$ cat src/rtl/seg7_scan_hhmmss_pkg.sv
// Shared constants for the HH:MM:SS multiplexed seven-segment scanner.
package seg7_scan_hhmmss_pkg;

    localparam int unsigned NUM_DIGITS = 6;

    // Segment patterns {g,f,e,d,c,b,a}, active-high
    localparam logic [6:0] SEG_0    = 7'h3F;
    localparam logic [6:0] SEG_1    = 7'h06;
    localparam logic [6:0] SEG_2    = 7'h5B;
    localparam logic [6:0] SEG_3    = 7'h4F;
    localparam logic [6:0] SEG_4    = 7'h66;
    localparam logic [6:0] SEG_5    = 7'h6D;
    localparam logic [6:0] SEG_6    = 7'h7D;
    localparam logic [6:0] SEG_7    = 7'h07;
    localparam logic [6:0] SEG_8    = 7'h7F;
    localparam logic [6:0] SEG_9    = 7'h6F;
    localparam logic [6:0] SEG_DASH = 7'h40;

    // Field indices, matching bit positions of the blink mask
    localparam int unsigned SECONDS = 0;
    localparam int unsigned MINUTES = 1;
    localparam int unsigned HOURS   = 2;

    // Digit index (0 = S1 .. 5 = H10) to the field it belongs to
    function automatic logic [1:0] field_of(input logic [2:0] idx);
        case (idx)
            3'd0, 3'd1: field_of = 2'(SECONDS);
            3'd2, 3'd3: field_of = 2'(MINUTES);
            default:    field_of = 2'(HOURS);
        endcase
    endfunction

endpackage

$ cat src/rtl/seg7_scan_hhmmss_if.sv
// Time input, display controls and display drive lines of the scanner.
interface seg7_scan_hhmmss_if;
    import seg7_scan_hhmmss_pkg::*;

    logic [4*NUM_DIGITS-1:0] i_time;
    logic [2:0]              i_blink_mask;
    logic [NUM_DIGITS-1:0]   i_dp_mask;
    logic [6:0]              o_seg;
    logic                    o_dp;
    logic [NUM_DIGITS-1:0]   o_an;
    logic                    o_frame;

    modport master (
        output i_time, i_blink_mask, i_dp_mask,
        input  o_seg, o_dp, o_an, o_frame
    );

    modport slave (
        input  i_time, i_blink_mask, i_dp_mask,
        output o_seg, o_dp, o_an, o_frame
    );

endinterface

$ cat src/rtl/seg7_scan_hhmmss_bcd_to_seg7.sv
// Combinational BCD nibble to active-high seven-segment decoder.
module bcd_to_seg7
    import seg7_scan_hhmmss_pkg::*;
(
    input  logic [3:0] bcd,
    output logic [6:0] seg
);

    // Digits 0-9 decode normally, everything else shows a dash
    always_comb begin
        case (bcd)
            4'd0:    seg = SEG_0;
            4'd1:    seg = SEG_1;
            4'd2:    seg = SEG_2;
            4'd3:    seg = SEG_3;
            4'd4:    seg = SEG_4;
            4'd5:    seg = SEG_5;
            4'd6:    seg = SEG_6;
            4'd7:    seg = SEG_7;
            4'd8:    seg = SEG_8;
            4'd9:    seg = SEG_9;
            default: seg = SEG_DASH;
        endcase
    end

endmodule

$ cat src/rtl/seg7_scan_hhmmss.sv
// Multiplexed 6-digit HH:MM:SS seven-segment scanner with per-frame
// time snapshot, field blinking and decimal points.
module seg7_scan_hhmmss
    import seg7_scan_hhmmss_pkg::*;
#(
    parameter int unsigned CLK_DIV    = 1000,
    parameter int unsigned BLINK_DIV  = 128,
    parameter bit          ACTIVE_LOW = 1'b1
) (
    input  logic                 i_clk,
    input  logic                 i_reset,
    input  logic                 i_en,
    seg7_scan_hhmmss_if.slave    bus
);

    localparam int unsigned PW = $clog2(CLK_DIV);
    localparam int unsigned FW = (BLINK_DIV > 1) ? $clog2(BLINK_DIV) : 1;

    localparam logic [6:0]            SEG_OFF = {7{ACTIVE_LOW}};
    localparam logic [NUM_DIGITS-1:0] AN_OFF  = {NUM_DIGITS{ACTIVE_LOW}};

    logic [PW-1:0]           presc;
    logic [2:0]              idx;
    logic [4*NUM_DIGITS-1:0] shadow;
    logic [FW-1:0]           frame_cnt;
    logic                    phase;

    logic                    tick;
    logic                    last_digit;
    logic                    wrap;
    logic                    frame_last;
    logic [3:0]              nib;
    logic [6:0]              dec_seg;
    logic                    blank;
    logic [6:0]              seg_hi;
    logic                    dp_hi;
    logic [NUM_DIGITS-1:0]   an_hi;

    bcd_to_seg7 u_dec (
        .bcd (nib),
        .seg (dec_seg)
    );

    // Scan timing, snapshot and blink control decode
    always_comb begin
        tick       = i_en && (presc == PW'(CLK_DIV - 1));
        last_digit = (idx == 3'(NUM_DIGITS - 1));
        wrap       = tick && last_digit;
        frame_last = (frame_cnt == FW'(BLINK_DIV - 1));
    end

    // Active-high view of the digit currently selected by idx
    always_comb begin
        nib    = shadow[{idx, 2'b00} +: 4];
        blank  = phase && bus.i_blink_mask[field_of(idx)];
        seg_hi = blank ? 7'h00 : dec_seg;
        dp_hi  = !blank && bus.i_dp_mask[idx];
        an_hi  = NUM_DIGITS'(1) << idx;
    end

    // Prescaler, digit index, frame snapshot and blink phase
    always_ff @(posedge i_clk or negedge i_reset) begin
        if (!i_reset) begin
            presc     <= '0;
            idx       <= '0;
            shadow    <= '0;
            frame_cnt <= '0;
            phase     <= 1'b0;
        end else if (i_en) begin
            presc <= tick ? '0 : presc + 1'b1;
            if (tick)
                idx <= last_digit ? 3'd0 : idx + 3'd1;
            if (wrap) begin
                shadow    <= bus.i_time;
                frame_cnt <= frame_last ? '0 : frame_cnt + 1'b1;
                if (frame_last)
                    phase <= ~phase;
            end
        end
    end

    // Registered display drive with polarity applied
    always_ff @(posedge i_clk or negedge i_reset) begin
        if (!i_reset) begin
            bus.o_seg   <= SEG_OFF;
            bus.o_dp    <= ACTIVE_LOW;
            bus.o_an    <= AN_OFF;
            bus.o_frame <= 1'b0;
        end else if (i_en) begin
            bus.o_seg   <= SEG_OFF ^ seg_hi;
            bus.o_dp    <= ACTIVE_LOW ^ dp_hi;
            bus.o_an    <= AN_OFF ^ an_hi;
            bus.o_frame <= wrap;
        end
    end

endmodule
$ cat src/flat_wrapper.sv
// flat-port wrapper written by rule: the top's interface ports become plain ports
module seg7_scan_hhmmss_flat import seg7_scan_hhmmss_pkg::*;
#(
    parameter int unsigned CLK_DIV    = 1000,
    parameter int unsigned BLINK_DIV  = 128,
    parameter bit          ACTIVE_LOW = 1'b1
)
  (i_clk, i_reset, i_en, bus_i_time, bus_i_blink_mask, bus_i_dp_mask, bus_o_seg, bus_o_dp, bus_o_an, bus_o_frame);
  seg7_scan_hhmmss_if bus_i ();
  input  logic i_clk;
  input  logic i_reset;
  input  logic i_en;
  input wire logic [$bits(bus_i.i_time)-1:0] bus_i_time;
  input wire logic [$bits(bus_i.i_blink_mask)-1:0] bus_i_blink_mask;
  input wire logic [$bits(bus_i.i_dp_mask)-1:0] bus_i_dp_mask;
  output wire logic [$bits(bus_i.o_seg)-1:0] bus_o_seg;
  output wire logic [$bits(bus_i.o_dp)-1:0] bus_o_dp;
  output wire logic [$bits(bus_i.o_an)-1:0] bus_o_an;
  output wire logic [$bits(bus_i.o_frame)-1:0] bus_o_frame;
  assign bus_i.i_time = bus_i_time;
  assign bus_i.i_blink_mask = bus_i_blink_mask;
  assign bus_i.i_dp_mask = bus_i_dp_mask;
  assign bus_o_seg = bus_i.o_seg;
  assign bus_o_dp = bus_i.o_dp;
  assign bus_o_an = bus_i.o_an;
  assign bus_o_frame = bus_i.o_frame;
  seg7_scan_hhmmss #(.CLK_DIV(CLK_DIV), .BLINK_DIV(BLINK_DIV), .ACTIVE_LOW(ACTIVE_LOW)) u_core (.i_clk(i_clk), .i_reset(i_reset), .i_en(i_en), .bus(bus_i));
endmodule
$ cat config.mk
export PLATFORM = sky130hd
export DESIGN_NAME = seg7_scan_hhmmss_flat
export DESIGN_NICKNAME = d
export VERILOG_FILES = /design/src/rtl/seg7_scan_hhmmss_pkg.sv /design/src/rtl/seg7_scan_hhmmss_if.sv /design/src/rtl/seg7_scan_hhmmss_bcd_to_seg7.sv /design/src/rtl/seg7_scan_hhmmss.sv /design/src/flat_wrapper.sv
export SDC_FILE = /design/constraint.sdc
export NUM_CORES = 1
export LEC_CHECK = 0
export CAP_MARGIN = 20
export CORE_ASPECT_RATIO = 1.25
export CORE_MARGIN = 2
export CORE_UTILIZATION = 45
export DETAILED_ROUTE_END_ITERATION = 12
export HOLD_SLACK_MARGIN = 0.02
export PLACE_DENSITY_LB_ADDON = 0.1
export SYNTH_ARGS = -nofsm -noshare
export SYNTH_HDL_FRONTEND = slang
export SYNTH_SLANG_ARGS = --single-unit
export TNS_END_PERCENT = 1
$ cat constraint.sdc
create_clock -name i_clk -period 2.4 [get_ports i_clk]
set_input_delay 0.72 -clock i_clk [delete_from_list [all_inputs] [get_ports i_clk]]
set_output_delay 0.72 -clock i_clk [all_outputs]
set_load 0.01 [all_outputs]
# Word-level counts from Yosys, hierarchy flattened
# Memory sizes are Yosys's and may differ from the RTL's.
# Cells that the tools add are included.
# op_classes
add_sub_neg	3
n_lt_le_gt_ge	2
n_eq_ne	6
shifts	2
mux	9
bitwise	4
reduce_logical	11
# op_table
op	count
24-bit by 6-bit indexed part select with 4-bit output	1
7-bit two-way mux	2
10-bit by 1-bit adder with 10-bit output, second input constant	1
10-bit equality test, second input constant	1
10-bit two-way mux	1
7-bit by 1-bit adder with 7-bit output, second input constant	1
7-bit equality test, second input constant	1
7-bit NOT	1
3-bit by 2-bit equality test with 1-bit output, second input constant	2
6-bit NOT	1
1-bit by 3-bit left shift with 6-bit output, first input constant	1
1-bit logical AND	4
3-bit by 4-bit < comparator with 1-bit output, second input constant	1
2-bit one-hot mux with 2 select lines	1
2-bit AND reduction	2
2-bit OR reduction	2
3-bit by 1-bit adder with 3-bit output, second input constant	1
1-bit binary-select mux with 3-bit select	1
3-bit by 1-bit equality test with 1-bit output, second input constant	1
3-bit equality test, second input constant	1
3-bit logical NOT	1
2-bit by 3-bit < comparator with 1-bit output, second input constant	1
3-bit two-way mux	1
3-bit AND reduction	1
other kinds (4)	6
# totals
register_bits	60
romBits	112
in_bits	36
out_inout_bits	15
elab_cells	47
n_memories	1
# memory_table
name	words	word_bits	rd	rd_ports_with_merged_regs	write_ports	line_no	source
(name not given)	16	7	1	0	0	seg7_scan_hhmmss_bcd_to_seg7.sv:11	case (bcd)

# Depth between registers and ports, before layout
# depth
ltp_word	9
ltp_mapped	11
ltp_nobuf	10

# Cells and area by module
# Synthesis repeated with hierarchy kept, for this count alone.
# unflattened
cells_unflattened	310
hier_area_um2	3040.4
# by_module_without_submodules
mod	instances	cells_each	area_per_inst_um2	seq_area_each_um2
seg7_scan_hhmmss	1	281	2807.7	1519.0
bcd_to_seg7	1	29	232.7	0.0

# Least setup slack after synthesis
# Ideal clock, no wire load.
# synth_path
kind	input to register
startpoint	input port i_en
endpoint	register u_core.shadow[18]
setup_time_ns	0.125
t_arrival_ns	2.033
required_time_ns	2.275
slack_ns	0.242
cell_stages	8
n_path_buf	3
cell_sequence	buf_4 nand3_2 nor2_4 and4b_4 and2_4 buf_8 buf_12 mux2_2
# synth_via
elab_chain_len	3
# synth_rtl
element	line_no	source
start, declared	flat_wrapper.sv:12	input logic i_en;
1-bit logical AND	seg7_scan_hhmmss.sv:46	tick = i_en && (presc == PW'(CLK_DIV - 1));
1-bit logical AND	seg7_scan_hhmmss.sv:48	wrap = tick && last_digit;
2-bit AND reduction (no source line) (*)	-	
end signal, assigned	seg7_scan_hhmmss.sv:74	shadow <= bus.i_time;
end, declared	seg7_scan_hhmmss.sv:24	logic [4*NUM_DIGITS-1:0] shadow;
# Mark *: on every way between the ends. The rest lies on a longest branch, timed or not.
# A chain may end at the register's enable or synchronous reset.

# Worst setup path after layout
# layout_path
startpoint	input port i_en
endpoint	register u_core.shadow[8]
# Same word-level chain as after synthesis.

==> metrics.yaml <==
clock_tree:
  cts.path.max_buffers: 2
  h-tree-depth: 3
  cts.sinks: 60
  path_clk_slew_ns: 0.07
  worstSkewPairLatency_ns: 0.33
  cts_tree: "built"
  cts-root-buf: "clkbuf_8"
  numCtsBuffers: 9
  hold_buffers: 0
placed_design:
  gp_congestion: 0.797
  dp_cells: 419
  port_buffers: 50
  dp.final_hpwl_um: 4640
logic_synthesis:
  synth_top_area_share: 0.376
  avgSynthCellArea_um2: 11.1
  synth-main-ff-cell: "dfrtp_1"
  ys_types: 48
  netlist_instances: 276
  yosysTopAreaCell: "dfrtp_1"
  synthArstFlopShare: 1.00
  synth-seq-area-share: 0.496
  synth_nets: 320
  ys_ff_latch: 60
  synth.cell_area_um2: 3060
  synthTopCellsByArea: "dfrtp_1 (38%), dfstp_2 (12%), mux2_2 (11%)"
  synth-edff-count: 0
  synth_top_family_by_area: "multiplexers"
  synth_mux_area_frac: 0.158
  synth_compound_area_frac: 0.0919
  ys_warn_count: 0
  synthAdderAreaFrac: 0.0327
  synth-xor-area-share: 0.0368
  synthSimpleGateAreaFrac: 0.141
global_route:
  antenna_found_initial: 0
  gr-usage-met1: 0.228
  grt_max_degree: 28
  grt_pass1_wl_um: 10500
  top_usage_layer: "met2"
  grt_pass1_vias: 2210
  grt_use_met2: 0.309
  grt-ovfl-total: 0
  grt_util_met3: 0.0394
  grt_use_total: 0.185
layout:
  fin_cells: 435
  multiInputGateArea_um2: 1410
  nets: 387
  insertedDiodeCount: 0
  seq_area_um2: 1520
  drive_above_1_share: 0.261
  fill_cells: 586
  utilization: 0.594
  area_growth_syn_to_layout_pct: 27.4
floorplanning:
  initial_core_util: 0.467
  ios: 51
  dieArea_um2: 7490
  die_h_um: 96.2
  rows: 33
  die_w_um: 77.8
  design.core.area_um2: 6570
route:
  initialDrtViolationCount: 72
  vias: 2205
  drtPass1Iterations: 4
  routed_via_density: 5.07
  ant_nets: 0
  drc: 0
  wl_um: 6150
  wire_per_inst_um: 14.1
power:
  switchingPower_mw: 0.556
  power_density_nw_per_um2: 553
  pwr-share-clk: 0.347
  switching_share: 0.257
  seqPwrFrac: 0.536
  p_leak_nw: 1.79
  vdd_ir_drop_max_mv: 0.355
  combPwrFrac: 0.117
  p_int_mw: 1.60
timing:
  slew_headroom: 0.646
  rsz0062_at_grt: "no"
  fin_crit_ns: 2.17
  tightest_slew_ns: 0.530
  drv_slew: 0
  finClkSkew_ns: 0.00835
  clock.fmax_mhz: 462
  tns_ns: 0
  finalSetupViolCount: 0
  finalHoldViolCount: 0
  period_share: 0.903
critical_path:
  r2r-start: "u_core.idx[0]"
  crit_path_max_fanout: 14
  rr_worst_depth: 11
  slowest_stage: "clkdlybuf4s50_1"
  ff2ff_setup_slack_ns: 0.26
  critPathMaxStageDelay_ns: 0.49
  cp.arrival_ns: 2.38
  worstSetupPathType: "in -> reg"
  worst-path-buf-inv: 2
  r2r_end: "u_core.bus.o_seg[6]"
  crit_chain: "clkdlybuf4s50_1, nand3_2, nor2_4, and4b_4, and2_4, buf_12, mux2_2"
  cp-end-kind: "flip-flop"
  cp-start-kind: "primary input"
  critPathTopFamily: "simple AND/OR/NAND/NOR gates"
  required_ns: 2.61
flow_run:
  cap_viol_max_count: 0
min_path:
  hp-class: "in -> async"
run_status:
  status: "finished, final reports clean"
power by group through the flow:
| stage | logic (mW) | registers [mW] | clock network [mW] |
|---|---|---|---|
| after floorplan | 0.129 | 1.16 | 0 |
| after global placement | 0.250 | 1.17 | 0 |
| after detailed placement | 0.258 | 1.18 | 0 |
| after CTS | 0.259 | 1.16 | 0.770 |
| after global routing | 0.288 | 1.17 | 0.817 |
| final | 0.253 | 1.16 | 0.750 |
cell usage in the layout (no fill, tap or decap), types with 2 or more instances in the layout:
master	instances
nor3_1	6
dfrtp_1	45
inv_1	10
buf_12	3
nand4_1	2
a31oi_1	2
a21oi_1	20
mux2i_1	9
a21oi_2	2
xnor2_1	8
dfstp_2	14
clkbuf_8	9
o21ai_0	8
clkbuf_1	4
mux4_2	2
clkinv_2	3
buf_4	15
ha_1	8
mux2_2	30
nand2b_1	7
nand3_1	8
o31ai_1	2
nand3_2	2
clkdlybuf4s50_1	49
nand2_1	16
xor2_1	3
o22ai_1	2
o21a_1	2
nor2_1	33
and3_1	2
final cells by class:
type                            instances  share of cell area
Sequential cell                        60               0.390
Clock inverter                          3             0.00385
Multi-Input combinational cell        193               0.361
Clock buffer                           13              0.0356
Inverter                               11              0.0106
Tap cell                               87              0.0279
Timing Repair Buffer                   68               0.171
through the flow:
step | power [mW] | area, um2 | setup slack [ns] | hold slack, ns
after global routing | 2.27 | 3900 | 0.0251 | 0.380
after global placement | 1.43 | 3750 | -0.102 | 0.457
after detailed placement | 1.43 | 3750 | -0.113 | 0.455
final | 2.16 | 3900 | 0.234 | 0.359
after CTS | 2.19 | 3900 | 0.110 | 0.373
after floorplan | 1.29 | 3060 | 0.242 | 0.424
worst reg2reg max path, cell delays in order, from the launching register on:
cell,delay [ns]
dfrtp_2,0.49
buf_4,0.18
mux2i_1,0.12
a21oi_1,0.26
o21ai_0,0.13
o21a_1,0.17
inv_1,0.09
ha_1,0.17
inv_1,0.05
o221ai_1,0.17
a21oi_1,0.12
nor2_1,0.12
cell families after synthesis:
group / after synthesis
muxes: 42
and+or+nand+nor: 85
xor gates and xnor gates: 12
buffers and inverters: 23
adders and majority gates: 8
DFF: 60
AOI/OAI and AO/OA: 46
how the worst max path moves through the flow:
stage	start	to	slack, ns	cells past startpoint
finish	i_en	u_core.shadow[8]	0.23	7
global route	u_core.idx[0]	u_core.bus.o_seg[6]	0.03	11
CTS	u_core.idx[0]	u_core.bus.o_seg[3]	0.11	8
detailed placement	i_en	u_core.shadow[15]	-0.11	7
global placement	i_en	u_core.shadow[20]	-0.10	7
floorplan	i_en	u_core.shadow[18]	0.24	8
synthesized netlist by cell type (2+ instances only):
library cell / instances
o21a_1: 2
mux2i_1: 9
a31oi_1: 2
o22ai_1: 2
o31ai_1: 2
mux2_2: 30
mux4_2: 2
buf_4: 4
nand3_2: 2
nor2_1: 33
o21ai_0: 9
a21oi_1: 20
a21oi_2: 2
inv_1: 10
dfrtp_1: 46
dfstp_2: 14
clkbuf_1: 2
xnor2_1: 8
nand3_1: 8
nand4_1: 2
and3_1: 2
nor3_1: 6
ha_1: 8
nand2b_1: 7
buf_2: 4
xor2_1: 3
nand2_1: 16
per-layer routing:
metal  wire length [um]  up-vias
met1               2720     1070
li1                   -     1092
met2               3140       35
met5                  0        -
met4                117        0
met3                175        8
flip-flops by register name (all words and copies together) (netlist names):
| name | count |
|---|---|
| u_core.idx | 3 |
| u_core.frame_cnt | 7 |
| u_core.bus.o_frame | 1 |
| u_core.bus.o_seg | 7 |
| u_core.bus.o_dp | 1 |
| u_core.bus.o_an | 6 |
| u_core.presc | 10 |
| u_core.shadow | 24 |
| u_core.phase | 1 |
timing repair:
item,in CTS,in global routing
endpoints found under the setup margin,0,7
gates resized for setup,0,2
setup buffers,0,0
Note: power is estimated with default switching activity, not from simulation.
